===== src/rtl/glcd_pkg.sv =====
// Shared opcodes, widths and FSM encoding for the KS0108 frame scanner.
package glcd_pkg;

    localparam int FB_AW = 10;

    localparam logic [7:0] GLCD_DISPLAY_ON = 8'h3F;
    localparam logic [7:0] GLCD_SET_PAGE   = 8'hB8;
    localparam logic [7:0] GLCD_SET_COL    = 8'h40;
    localparam logic [7:0] GLCD_SET_START  = 8'hC0;

    typedef enum logic [3:0] {
        ST_IDLE,
        ST_INIT_ON,
        ST_INIT_LINE,
        ST_SET_PAGE,
        ST_SET_COL,
        ST_FETCH,
        ST_WAIT_RD,
        ST_SEND,
        ST_DONE
    } glcd_state_e;

endpackage


===== src/rtl/glcd_addr_counter.sv =====
// Column/page/chip walker for the framebuffer scan, with explicit wrap flags.
module glcd_addr_counter #(
    parameter int PAGES = 8,
    parameter int COLS  = 64
) (
    input  logic       clk,
    input  logic       reset_n,
    input  logic       clr,
    input  logic       set_chip,
    input  logic       inc,
    output logic [5:0] col,
    output logic [2:0] page,
    output logic       chip,
    output logic       page_wrap,
    output logic       frame_wrap
);
    import glcd_pkg::*;

    logic [5:0] col_q, col_d;
    logic [2:0] page_q, page_d;
    logic       chip_q, chip_d;
    logic       last_page;

    assign page_wrap  = (col_q == 6'(COLS - 1));
    assign last_page  = (page_q == 3'(PAGES - 1));
    assign frame_wrap = page_wrap && last_page && chip_q;

    always_comb begin
        col_d  = col_q;
        page_d = page_q;
        chip_d = chip_q;
        if (clr) begin
            col_d  = '0;
            page_d = '0;
            chip_d = 1'b0;
        end else if (set_chip) begin
            col_d  = '0;
            page_d = '0;
            chip_d = 1'b1;
        end else if (inc) begin
            // Compare against the parameter bounds so non-power-of-two sizes wrap correctly
            if (page_wrap) begin
                col_d = '0;
                if (last_page) begin
                    page_d = '0;
                    chip_d = ~chip_q;
                end else begin
                    page_d = page_q + 3'd1;
                end
            end else begin
                col_d = col_q + 6'd1;
            end
        end
    end

    always_ff @(posedge clk or negedge reset_n) begin
        if (!reset_n) begin
            col_q  <= '0;
            page_q <= '0;
            chip_q <= 1'b0;
        end else begin
            col_q  <= col_d;
            page_q <= page_d;
            chip_q <= chip_d;
        end
    end

    assign col  = col_q;
    assign page = page_q;
    assign chip = chip_q;

endmodule


===== src/rtl/glcd_frame_scanner.sv =====
// Walks the framebuffer and emits init/page/column/data bytes to the KS0108 bus driver.
// Optional build macro GLCD_INVERT_EN adds an `invert` input that complements data bytes.
module glcd_frame_scanner #(
    parameter int PAGES      = 8,
    parameter int COLS       = 64,
    parameter int START_LINE = 0
) (
`ifdef GLCD_INVERT_EN
    input  logic                      invert,
`endif
    input  logic                      clk,
    input  logic                      reset_n,
    input  logic                      frame_start,
    output logic                      busy,
    output logic                      frame_done,
    output logic [glcd_pkg::FB_AW-1:0] fb_addr,
    input  logic [7:0]                fb_rdata,
    output logic                      cmd_valid,
    input  logic                      cmd_ready,
    output logic                      cmd_rs,
    output logic [1:0]                cmd_cs,
    output logic [7:0]                cmd_data
);
    import glcd_pkg::*;

    localparam logic [7:0] LINE_CMD = GLCD_SET_START | 8'(START_LINE % 64);

    glcd_state_e state_q, state_d;
    logic       valid_q, valid_d;
    logic       rs_q, rs_d;
    logic [7:0] data_q, data_d;
    logic       busy_q, busy_d;
    logic       done_q, done_d;
    logic       init_q, init_d;

    logic       clr, set_chip, inc;
    logic [5:0] col;
    logic [2:0] page;
    logic       chip, page_wrap, frame_wrap;
    logic [7:0] rd_byte;

    glcd_addr_counter #(.PAGES(PAGES), .COLS(COLS)) u_cnt (
        .clk        (clk),
        .reset_n    (reset_n),
        .clr        (clr),
        .set_chip   (set_chip),
        .inc        (inc),
        .col        (col),
        .page       (page),
        .chip       (chip),
        .page_wrap  (page_wrap),
        .frame_wrap (frame_wrap)
    );

`ifdef GLCD_INVERT_EN
    assign rd_byte = fb_rdata ^ {8{invert}};
`else
    assign rd_byte = fb_rdata;
`endif

    // Instruction states raise valid on entry and drop it on transfer, so the
    // chip counter (and therefore cmd_cs) only moves while cmd_valid is low.
    always_comb begin
        state_d  = state_q;
        valid_d  = valid_q;
        rs_d     = rs_q;
        data_d   = data_q;
        busy_d   = busy_q;
        done_d   = 1'b0;
        init_d   = init_q;
        clr      = 1'b0;
        set_chip = 1'b0;
        inc      = 1'b0;
        case (state_q)
            ST_IDLE: begin
                if (frame_start) begin
                    clr     = 1'b1;
                    busy_d  = 1'b1;
                    state_d = init_q ? ST_SET_PAGE : ST_INIT_ON;
                end
            end
            ST_INIT_ON: begin
                if (!valid_q) begin
                    valid_d = 1'b1;
                    rs_d    = 1'b0;
                    data_d  = GLCD_DISPLAY_ON;
                end else if (cmd_ready) begin
                    valid_d = 1'b0;
                    state_d = ST_INIT_LINE;
                end
            end
            ST_INIT_LINE: begin
                if (!valid_q) begin
                    valid_d = 1'b1;
                    rs_d    = 1'b0;
                    data_d  = LINE_CMD;
                end else if (cmd_ready) begin
                    valid_d = 1'b0;
                    if (!chip) begin
                        set_chip = 1'b1;
                        state_d  = ST_INIT_ON;
                    end else begin
                        clr     = 1'b1;
                        init_d  = 1'b1;
                        state_d = ST_SET_PAGE;
                    end
                end
            end
            ST_SET_PAGE: begin
                if (!valid_q) begin
                    valid_d = 1'b1;
                    rs_d    = 1'b0;
                    data_d  = GLCD_SET_PAGE | {5'b0, page};
                end else if (cmd_ready) begin
                    valid_d = 1'b0;
                    state_d = ST_SET_COL;
                end
            end
            ST_SET_COL: begin
                if (!valid_q) begin
                    valid_d = 1'b1;
                    rs_d    = 1'b0;
                    data_d  = GLCD_SET_COL;
                end else if (cmd_ready) begin
                    valid_d = 1'b0;
                    state_d = ST_FETCH;
                end
            end
            ST_FETCH: state_d = ST_WAIT_RD;
            ST_WAIT_RD: begin
                valid_d = 1'b1;
                rs_d    = 1'b1;
                data_d  = rd_byte;
                state_d = ST_SEND;
            end
            ST_SEND: begin
                if (cmd_ready) begin
                    valid_d = 1'b0;
                    inc     = 1'b1;
                    if (frame_wrap) begin
                        done_d  = 1'b1;
                        state_d = ST_DONE;
                    end else if (page_wrap) begin
                        state_d = ST_SET_PAGE;
                    end else begin
                        state_d = ST_FETCH;
                    end
                end
            end
            ST_DONE: begin
                busy_d  = 1'b0;
                state_d = ST_IDLE;
            end
            default: state_d = ST_IDLE;
        endcase
    end

    always_ff @(posedge clk or negedge reset_n) begin
        if (!reset_n) begin
            state_q <= ST_IDLE;
            valid_q <= 1'b0;
            rs_q    <= 1'b0;
            data_q  <= 8'h00;
            busy_q  <= 1'b0;
            done_q  <= 1'b0;
            init_q  <= 1'b0;
        end else begin
            state_q <= state_d;
            valid_q <= valid_d;
            rs_q    <= rs_d;
            data_q  <= data_d;
            busy_q  <= busy_d;
            done_q  <= done_d;
            init_q  <= init_d;
        end
    end

    assign fb_addr    = {chip, page, col};
    assign busy       = busy_q;
    assign frame_done = done_q;
    assign cmd_valid  = valid_q;
    assign cmd_rs     = rs_q;
    assign cmd_cs     = chip ? 2'b10 : 2'b01;
    assign cmd_data   = data_q;

endmodule

===== config.mk =====
export PLATFORM = sky130hd
export DESIGN_NAME = glcd_frame_scanner
export DESIGN_NICKNAME = d
export VERILOG_FILES = /design/src/rtl/glcd_pkg.sv /design/src/rtl/glcd_addr_counter.sv /design/src/rtl/glcd_frame_scanner.sv
export SDC_FILE = /design/constraint.sdc
export NUM_CORES = 1
export LEC_CHECK = 0
export CAP_MARGIN = 10
export CORE_UTILIZATION = 30
export CTS_CLUSTER_SIZE = 12
export DETAILED_ROUTE_END_ITERATION = 16
export SLEW_MARGIN = 15
export SYNTH_ARGS = -nofsm -noshare
export SYNTH_HDL_FRONTEND = slang
export SYNTH_SLANG_ARGS = --single-unit
export TNS_END_PERCENT = 50

===== constraint.sdc =====
create_clock -name clk -period 1.55 [get_ports clk]
set_input_delay 0.31 -clock clk [delete_from_list [all_inputs] [get_ports clk]]
set_output_delay 0.31 -clock clk [all_outputs]
set_load 0.02 [all_outputs]

After elaboration in Yosys (flattened, before gate mapping)
Cells that the tools add are included.

storage, ports and cells
  flip-flop bits (word level) = 27
  word-level logic and storage cells = 114
  bits of input ports = 12

cells by class
  equality and inequality tests = 25
  bitwise gates (word level) = 1
  $add $sub $neg = 2
  mux-type cells = 57
  reductions and logical operators = 19

operators by type and width
  operator             number
  $mux 4               11
  $pmux 8 s5           1
  $mux 8               4
  $pmux 4 s8           1
  $ne 2x2->1 const B   15
  $mux 6               4
  $mux 1               23
  $mux 3               6
  $eq 4x3->1 const B   4
  $reduce_bool 3->1    4
  $reduce_and 10->1    1
  $eq 4x2->1 const B   2
  $reduce_and 2->1     4
  $add 6x1->6 const B  1
  $eq 6x6->1 const B   1
  $mux 2               3
  $pmux 1 s2           3
  $reduce_and 5->1     1
  $reduce_bool 5->1    1
  $eq 4x1->1 const B   1
  $eq 4x4->1 const B   1
  $logic_not 4->1      1
  $reduce_and 4->1     1
  $reduce_bool 2->1    2
  7 further kinds      8

Logic depth before layout (Yosys ltp)
Gate-level depths: netlist of the first run.

  word-level depth = 6
  gate-level depth with buffers = 6
  gate-level depth less buffers = 6

Hierarchy
From an unflattened synthesis of the first run, not the netlist that was laid out.

unflattened totals
  cell total of the unflattened synthesis = 186
  area, all modules = 1614.0 µm²

by module, submodules not included
  module              seq. area each (µm²)  cells an instance  area each (µm²)  times used
  glcd_frame_scanner  425.4                 127                1056.0           1
  glcd_addr_counter   250.2                 59                 558.0            1

Worst setup path before layout of the first run
No wires, ideal clock.

  path type = register -> register
  from = reg u_cnt.col_q[0] (netlist: u_cnt.col[0])
  to = reg u_cnt.col_q[0] (netlist: u_cnt.col[0])
  stages on the path, launching flop included = 6
  buffers on the path = 0
  period minus slack after synthesis = 1647 ps
  arrival time = 1569 ps
  data required time = 1472 ps
  path slack = -97 ps
  path through = dfrtp_1 -> ha_1 -> nand2_1 -> nor2_1 -> or3_2 -> a21oi_1

between the ends
  word-level cells in the longest chain between the ends = 5

RTL lines
  what                                              line                                              text
  start, declared                                   glcd_addr_counter.sv:19                           logic [5:0] col_q, col_d;
  start signal, assigned                            glcd_addr_counter.sv:62                           col_q <= col_d;
  $add 6x1->6 / $eq 6x6->1 (equally long branches)  glcd_addr_counter.sv:51, glcd_addr_counter.sv:24
  $mux 6 (*)                                        glcd_addr_counter.sv:42                           if (page_wrap) begin
  $mux 6 (*)                                        glcd_addr_counter.sv:40                           end else if (inc) begin
  $mux 6 (*)                                        glcd_addr_counter.sv:36                           end else if (set_chip) begin
  $mux 6 (*)                                        glcd_addr_counter.sv:32                           if (clr) begin

Every way passes the cells marked *; elsewhere a longest branch is shown, timed or not. The select of a mux whose other input is x is not followed.
A chain may end at the register's enable or synchronous reset.

Worst setup path after layout of the first run
  from = reg state_q[0]
  to = reg u_cnt.col_q[5] (netlist: u_cnt.col[5])

between the ends
  word-level cells in the longest chain between the ends = 4

RTL lines
  what                    line                       text
  start, declared         glcd_frame_scanner.sv:28   glcd_state_e state_q, state_d;
  start signal, assigned  glcd_frame_scanner.sv:168  state_q <= state_d;
  $eq 4x2->1              glcd_frame_scanner.sv:74   case (state_q)
  $mux 1                  glcd_frame_scanner.sv:74
  $mux 6                  glcd_addr_counter.sv:36
  $mux 6                  glcd_addr_counter.sv:32

Several ways; a longest one is shown, not always the timed one.

==> results of run 1 <==
==> state kept, by name (all words and copies together) (netlist names), 3 cells and up <==
signal,count
cmd_data,8
u_cnt.col,6
u_cnt.page,3
state_q,4
==> area by class of cell <==
cell class / count / share of cell area
Sequential cell: 27 / 0.277
Tap cell: 70 / 0.0357
Multi-Input combinational cell: 130 / 0.371
Clock buffer: 3 / 0.0168
Clock inverter: 1 / 0.00204
Timing Repair Buffer: 84 / 0.288
Inverter: 6 / 0.00919
==> cells in the final DEF (no fill, tap or decap), types with 4 or more instances in the layout <==
cell | Yosys | final
nand3_1 | 7 | 6
a21oi_1 | 21 | 19
o21ai_0 | 8 | 8
inv_1 | 6 | 6
buf_4 | 3 | 46
dlygate4sd2_1 | 0 | 23
mux2i_1 | 4 | 4
dfrtp_1 | 27 | 24
nand2_1 | 14 | 12
nor2_1 | 18 | 17
clkdlybuf4s50_1 | 0 | 10
==> stage by stage <==
step                instance area, um^2  std cells
floorplan                          1610        175
global placement                   2270        307
detailed placement                 2270        307
CTS                                2300        311
global route                       2450        321
finish                             2450        321
==> where the power goes <==
part	internal, uW	total (uW)	switching (uW)
logic	1210	2540	1320
registers	944	1120	177
clock network	181	425	244
total	2340	4080	1740
==> per-layer routing <==
metal  global-route usage  vias up
met4               0.0566        0
met3               0.0228        7
met2                0.271       26
li1                     -      788
met1                0.228      736
met5                    0        -
==> worst paths after layout <==
check / slack, ns / endpoint / startpoint
setup / recovery: -0.004 / u_cnt.col[5]$_DFFE_PN0P_ / state_q[0]$_DFFE_PN0P_
hold / removal: 0.39 / cmd_valid$_DFFE_PN0P_ / reset_n
setup reg to reg: -0.004 / u_cnt.col[5]$_DFFE_PN0P_ / state_q[0]$_DFFE_PN0P_
hold reg to reg: 0.50 / init_q$_DFFE_PN0P_ / init_q$_DFFE_PN0P_
max in group asynchronous: 0.87 / u_cnt.col[0]$_DFFE_PN0P_ / reset_n
min in group clk: 0.46 / cmd_valid$_DFFE_PN0P_ / cmd_ready
==> logic make-up after synthesis <==
group / Yosys count / synth area share
AND/OR/NAND/NOR: 64 / 0.218
flip-flops: 27 / 0.423
multiplexers: 6 / 0.0391
AO/OA/AOI/OAI: 55 / 0.228
XOR/XNOR: 2 / 0.0110
adder cells (fa/ha/maj): 3 / 0.0235
buffers and inverters: 18 / 0.0587
==> what timing repair did <==
| action | 4_1_cts | 5_1_grt |
|---|---|---|
| hold endpoints to repair | 0 | 0 |
| pin swaps | 0 | 5 |
| cloned | 0 | 1 |
| setup buffers | 0 | 9 |
| gates resized for setup | 26 | 23 |
| endpoints found under the setup margin | 29 | 19 |
==> metrics.yaml, run 1 <==
layout:
  regArea_um2: 679
  drive_gt1_frac: 0.323
  final_util: 0.480
  num_antenna_cells: 0
  nets: 267
  fill_cells: 505
  multi_input_area_um2: 910
  area_delta_synth_final_pct: 53.3
pwr:
  power_uw: 4080
  vdd_drop_max_uv: 605
  p_leak_uw: 0.00115
  powerDensity_nw_per_um2: 1670
sta:
  finalCritPeriodShare: 1.00
  worstMarginPinSlew_ns: 0.365
  fmax_mhz: 643
  clock_skew_ns: 0.00748
  setup_tns_ns: -0.00442
  fin_ws_ns: -0.00442
  setup_violations: 1
  hold_viol: 0
  slew_headroom: 0.755
  drv_slew: 0
  grt_setup_unrepaired: "yes"
  holdWs_ns: 0.393
  layout_min_cycle_time_ns: 1.55
detailed_routing:
  highest_layer: "met4"
  wirelength_met1_um: 2190
  vias: 1557
  first_pass_iters: 4
  wl_per_cell_um: 13.8
  dr_wl_met2_um: 2040
  viasPerCell: 4.85
  antenna_left: 0
  drc_errors: 0
  met3_length_um: 126
  drt-initial-drc-count: 51
  totalWireLength_um: 4430
clock_tree:
  cts_tree: "yes"
  postCtsHoldBufs: 0
  cts.sinks: 27
  cts_max_level: 1
  root_buffer: "clkbuf_8"
  clkTransAtPathRegs_ns: 0.10
  clk_latency_ns: 0.28
  clk_path_buf_depth: 2
  cts_buffers: 3
global_routing:
  antenna_found_initial: 0
  grt_max_degree: 28
  grt_pass1_wl_um: 7050
  grt_pass1_vias: 1488
  grt_remaining_overflow: 0
  grt_util_all_layers: 0.167
yosys:
  yosys-top-cells-area: "dfrtp_1, a21oi_1, nor2_1"
  ys_types: 47
  synth_cells: 175
  yosysTopAreaCell: "dfrtp_1"
  post-synth-top-count-cell: "dfrtp_1"
  yosysWarnings: 0
  synth_edf_count: 0
  synth-async-reset-ratio: 1.00
  seq_area_frac_synth: 0.423
  synth_top_area_frac: 0.423
  syn_nets: 190
  synthFlopType: "dfrtp_1"
  syn_area_um2: 1600
  ys_ff_latch: 27
  synth_commonest_cells: "dfrtp_1, a21oi_1, nor2_1"
  syn_avg_cell_area_um2: 9.14
worst_setup_path:
  cpPeakStageDelay_ns: 0.51
  cp.depth: 5
  crit_path_end_kind: "flop"
  crit_family: "simple AND/OR/NAND/NOR gates"
  crit_slowest_cell: "or4_4"
  worst-path-buf-inv: 1
  cp_cell_sequence: "buf_4 -> and3_4 -> nand2_4 -> or4_4 -> a21oi_2"
  critPathKind: "flop to flop"
  reg2reg_depth: 5
  critPathRequiredTime_ns: 1.77
  worstSetupStartpointType: "flop"
  cp_max_fo: 6
  crit_arrival_ns: 1.77
floorplan:
  initial_core_util: 0.313
  dieArea_um2: 5630
  rows: 26
  core_um2: 5110
  die_w_um: 75.0
  io_pins: 36
  die_y_um: 75.0
outcome:
  status: "complete, but fails checks"
  violations: "setup timing"
placed_design:
  place_ws_ns: -0.306
  dp_hpwl_um: 3140
  routabilityCongestion: 0.831
  port-buffer-count: 35
min_path:
  hold_class: "input pin to async pin"
run:
  maxCapViolCount: 0
(Power assumes the default switching activity.)
==> inputs of run 2 (changes only) <==
CAP_MARGIN = 30   (was 10)
clock period = 1.69 ns   (was 1.55 ns; I/O delays follow)
==> run 2 against run 1 <==
Compared with the run above:
- register-to-register slack better by 0.10 ns
- global-route usage is 0.14 points higher
- critical path type is now flop to output pin
- flip-flop and latch count stayed put
- worst hold slack better by 0.043 ns
- largest cell class unchanged
- sequential share of layout area is 2.1 points higher
- final area is 7.4% lower
- the flow now finishes without violations
- largest power group unchanged
==> metrics.yaml, run 2 (synthesis gave the netlist of run 1 again) <==
layout:
  area_delta_synth_final_pct: 42.0  # was 53.3%
  largest_reg_flops: 8  # unchanged
  drive_gt1_frac: 0.225  # was 0.323
  nets: 247  # was 267
  fill_cells: 552  # was 505
  regArea_um2: 678  # was 679 um^2
  final_cell_mix: "buf_4, dfrtp_1, clkdlybuf4s50_1"  # was buf_4, dfrtp_1, dlygate4sd2_1
  multi_input_area_um2: 863  # was 910 um^2
  num_antenna_cells: 0  # unchanged
  final_common_cell: "buf_4"  # unchanged
  finish.instance_area_um2: 2270  # was 2450 um^2
sta:
  clock_skew_ns: 0.00271  # was 0.00748 ns
  slew_headroom: 0.753  # was 0.755
  worstMarginPinSlew_ns: 0.368  # was 0.365 ns
  fin_ws_ns: 0.0629  # was -0.00442 ns
  finalCritPeriodShare: 0.963
  drv_slew: 0  # unchanged
  layout_min_cycle_time_ns: 1.63
  setup_violations: 0  # was 1
  hold_viol: 0  # unchanged
  grt_setup_unrepaired: "yes"  # unchanged
  fmax_mhz: 615
worst_setup_path:
  crit_slowest_cell: "clkdlybuf4s50_1"  # was or4_4
  reg2reg_depth: 5  # unchanged
  critPathRequiredTime_ns: 1.35  # was 1.77 ns
  cpPeakStageDelay_ns: 0.62  # was 0.51 ns
  crit_path_end_kind: "output pin"  # was flop
  cp_max_fo: 3  # was 6
  worst-path-buf-inv: 1  # unchanged
  critPathKind: "flop to output pin"  # was flop to flop
  worstSetupStartpointType: "flop"  # unchanged
  cp_cell_sequence: "clkdlybuf4s50_1"  # was buf_4 -> and3_4 -> nand2_4 -> or4_4 -> a21oi_2
  crit_arrival_ns: 1.29  # was 1.77 ns
  crit-reg2reg-capture: "state_q[1]$_DFFE_PN0P_"  # was u_cnt.col[5]$_DFFE_PN0P_
  crit_family: "buffers and inverters"  # was simple AND/OR/NAND/NOR gates
  r2r_start: "state_q[2]$_DFFE_PN0P_"  # was state_q[0]$_DFFE_PN0P_
  r2r_slack_ns: 0.10  # was -0.004 ns
clock_tree:
  root_buffer: "clkbuf_8"  # unchanged
  clkTransAtPathRegs_ns: 0.09  # was 0.10 ns
  cts_tree: "yes"  # unchanged
  cts.sinks: 27  # unchanged
  postCtsHoldBufs: 0  # unchanged
  clk_latency_ns: 0.28  # about the same
  clk_path_buf_depth: 2  # unchanged
  cts_buffers: 3  # unchanged
  cts_max_level: 1  # unchanged
floorplan:
  core_um2: 5110  # unchanged
  io_pins: 36  # unchanged
  die_w_um: 75.0  # unchanged
  initial_core_util: 0.313  # unchanged
  dieArea_um2: 5630  # unchanged
  die_y_um: 75.0  # unchanged
  rows: 26  # unchanged
global_routing:
  grt_max_degree: 28  # unchanged
  grt_pass1_wl_um: 7170  # was 7050 um
  grt_remaining_overflow: 0  # unchanged
  grt_pass1_vias: 1510  # was 1488
  grt_util_all_layers: 0.168  # was 0.167
  antenna_found_initial: 0  # unchanged
placed_design:
  routabilityCongestion: 0.869  # was 0.831
  place_ws_ns: -0.181  # was -0.306 ns
  port-buffer-count: 35  # unchanged
  dp_hpwl_um: 3100  # was 3140 um
  postPlaceCellArea_um2: 2180  # was 2270 um^2
detailed_routing:
  drt-initial-drc-count: 87  # was 51
  viasPerCell: 5.06  # was 4.85
  wl_per_cell_um: 13.9  # was 13.8 um
  drc_errors: 0  # unchanged
  first_pass_iters: 4  # unchanged
  totalWireLength_um: 4180  # was 4430 um
  vias: 1522  # was 1557
  antenna_left: 0  # unchanged
min_path:
  hold_class: "input pin to async pin"  # unchanged
pwr:
  vdd_drop_max_uv: 504  # was 605 uV
  p_leak_uw: 0.00103  # was 0.00115 uW
  powerDensity_nw_per_um2: 1550  # was 1670 nW/um^2
outcome:
  status: "completed"  # was complete, but fails checks
run:
  maxCapViolCount: 0  # unchanged
-- run 2: final cells by class --
cell class | count | area share
timing repair buffer | 64 | 0.253
multi-input combinational | 130 | 0.380
clock buffer | 4 | 0.0198
inverter | 6 | 0.00992
tap | 70 | 0.0386
sequential | 27 | 0.299
-- run 2: timing repair --
action / CTS / global route
endpoints found under the setup margin: 6 / 13
gates resized for setup: 6 / 13
pin swaps: 0 / 2
endpoints found under the hold margin: 0 / 0
buffers inserted: 0 / 1
-- run 2: layer usage --
layer | vias to the layer above | track usage | wire, um
met5 | - | 0 | 0
met2 | 39 | 0.263 | 1940
met3 | 4 | 0.0295 | 200
met4 | 0 | 0.0503 | 32
met1 | 730 | 0.237 | 2000
li1 | 749 | - | -
-- run 2: worst max-delay path by stage --
stage	startpoint	end	cells after the start
after global routing	state_q[2]$_DFFE_PN0P_	state_q[1]$_DFFE_PN0P_	5
after global placement	cmd_ready	u_cnt.col[5]$_DFFE_PN0P_	5
after floorplan	u_cnt.col[0]$_DFFE_PN0P_	u_cnt.col[0]$_DFFE_PN0P_	5
after detailed placement	cmd_ready	u_cnt.col[5]$_DFFE_PN0P_	5
after CTS	u_cnt.page[2]$_DFFE_PN0P_	fb_addr[8]	1
final	u_cnt.col[4]$_DFFE_PN0P_	fb_addr[4]	1
-- run 2: worst reg2reg max path: stages, from the launching register on --
cell     delay [ns]
dfrtp_1        0.45
buf_4          0.17
or3_1          0.35
nand3_1        0.14
nand2_1        0.13
o32ai_2        0.26
-- run 2: where the power goes --
part | leakage [uW] | total (uW) | switching (uW) | internal (uW)
sequential | 0.000331 | 1050 | 191 | 863
clock | 0.0000228 | 380 | 210 | 169
combinational | 0.000680 | 2080 | 1080 | 1010
-- run 2: per-stage QoR --
| step | hold slack [ns] | total power [uW] | TNS (ns) | std cells | util |
|---|---|---|---|---|---|
| floorplan | 0.0424 | 2310 | 0 | 175 | - |
| global placement | 0.451 | 3100 | -1.08 | 296 | 0.426 |
| detailed placement | 0.463 | 3120 | -1.25 | 296 | 0.426 |
| CTS | 0.438 | 3480 | 0 | 300 | 0.433 |
| global route | 0.453 | 3840 | -0.0274 | 301 | 0.445 |
| finish | 0.436 | 3520 | 0 | 301 | 0.445 |
==> inputs of run 3 (changes only) <==
CTS_CLUSTER_SIZE = unset   (was 12)
SLEW_MARGIN = unset   (was 15)
==> results of run 3 <==
Same layout as run 2: the final DEF is identical, and so are final timing and power.
==> edit: new RTL, config.mk and constraints of run 1 <==
The 9 states of `glcd_state_e` get a one-hot encoding in 9 bits.
--- a/src/rtl/glcd_pkg.sv
+++ b/src/rtl/glcd_pkg.sv
@@ -9,14 +9,14 @@
     localparam logic [7:0] GLCD_SET_START  = 8'hC0;
 
-    typedef enum logic [3:0] {
-        ST_IDLE,
-        ST_INIT_ON,
-        ST_INIT_LINE,
-        ST_SET_PAGE,
-        ST_SET_COL,
-        ST_FETCH,
-        ST_WAIT_RD,
-        ST_SEND,
-        ST_DONE
+    typedef enum logic [8:0] {
+        ST_IDLE      = 9'b000000001,
+        ST_INIT_ON   = 9'b000000010,
+        ST_INIT_LINE = 9'b000000100,
+        ST_SET_PAGE  = 9'b000001000,
+        ST_SET_COL   = 9'b000010000,
+        ST_FETCH     = 9'b000100000,
+        ST_WAIT_RD   = 9'b001000000,
+        ST_SEND      = 9'b010000000,
+        ST_DONE      = 9'b100000000
     } glcd_state_e;
 
Behaviour: same outputs for any inputs over 10 cycles, from zero or initial values and one cycle with reset_n low; not proved beyond that.
==> edit against run 1 <==
Final area is 31% higher. Highest routed layer unchanged. Via count is 21% higher. Clock skew hardly changed. Clock power is 68% higher. Setup slack worse by 0.39 ns. The run still ends with negative setup slack left. Synthesized area is 13% higher. Global-route usage is 1.1 points higher. Total power is 13% higher. Sequential cell count is 5 higher. Routed wire length is 24% higher.
==> edit: results <==
metrics = {
    "run_status": {
        "status": "complete, but fails checks",
        "violations": "negative setup slack",
    },
    "sta": {
        "whs_ns": 0.3828,
        "timing.final.ws_setup_ns": -0.3939,
        "setup_viol": 32,
    },
    "grt": {
        "grt_max_degree": 33,
        "grtUsageMet2_pct": 31.79,
        "use_met1_pct": 21.23,
        "use_met3_pct": 2.743,
        "grt_use_total_pct": 17.76,
    },
    "final_layout": {
        "drive_gt1_share_pct": 49.32,
        "fillCellCount": 508,
    },
    "synth": {
        "synth_cell_types": 46,
        "syn-num-nets": 207,
        "synth_common_cells": "dfrtp_1, nor2_1, a21oi_1, nand2_1",
        "synth.yosys.seq_area_share_pct": 44.33,
    },
    "clocking": {
        "numCtsBuffers": 5,
        "htree_num_levels": 2,
    },
    "power": {
        "vdd_drop_max_uv": 600.7,
        "p_comb_uw": 2720,
        "power_leakage_uw": 0.001481,
    },
    "worst_setup_path": {
        "arrival_ns": 2.12,
        "r2r-start": "state_q[1]$_DFFE_PN0P_",
        "rr_worst_depth": 6,
    },
    "placed_design": {
        "place_hpwl_um": 3516,
    },
    "route": {
        "met3_length_um": 153,
    },
}
[edit: cell types whose count changed after synthesis, sizes merged, moves of 3 or more]
cell   before  now
or4         1    5
nor3b       0    3
dfrtp      27   31
a21oi      22   12
nor2       18   29
or2         0    3
a22o        3    0
nor3        4    9
nand2      15   11
nand3       7   10
[edit: area by class of cell]
cell class / count / area (sq um) / area share (%)
sequential: 32 / 807.0 / 25.15
tap: 72 / 90.09 / 2.807
inverter: 5 / 18.77 / 0.5848
clock buffer: 7 / 96.34 / 3.002
timing repair buffer: 109 / 979.7 / 30.53
multi-input combinational: 143 / 1217 / 37.93
[edit: worst max path at each step]
stage                            from                endpoint
3_5_place_dp                cmd_ready  u_cnt.chip$_DFFE_PN0P_
2_1_floorplan  state_q[0]$_DFFE_PN1P_  u_cnt.chip$_DFFE_PN0P_
3_3_place_gp                cmd_ready  u_cnt.chip$_DFFE_PN0P_
6_report       state_q[1]$_DFFE_PN0P_  u_cnt.chip$_DFFE_PN0P_
5_1_grt        state_q[1]$_DFFE_PN0P_  u_cnt.chip$_DFFE_PN0P_
4_1_cts        state_q[0]$_DFFE_PN1P_  u_cnt.chip$_DFFE_PN0P_
[edit: cell families (layout without fill, tap and decap cells)]
logic type | count (synthesis) | in the layout | synth area share, %
buffers and inverters | 17 | 121 | 5.878
XOR/XNOR | 4 | 4 | 1.937
AND/OR/NAND/NOR | 91 | 91 | 27.11
AO/OA/AOI/OAI | 40 | 40 | 15.56
adder cells (fa/ha/maj) | 3 | 3 | 2.075
flip-flops | 32 | 32 | 44.33
multiplexers | 5 | 5 | 3.112
[edit: timing repair]
| item | CTS | global route |
|---|---|---|
| cloned | 1 | 0 |
| endpoints found under the setup margin | 52 | 33 |
| buffers inserted | 13 | 9 |
| pin swaps | 17 | 19 |
| gates resized for setup | 76 | 40 |
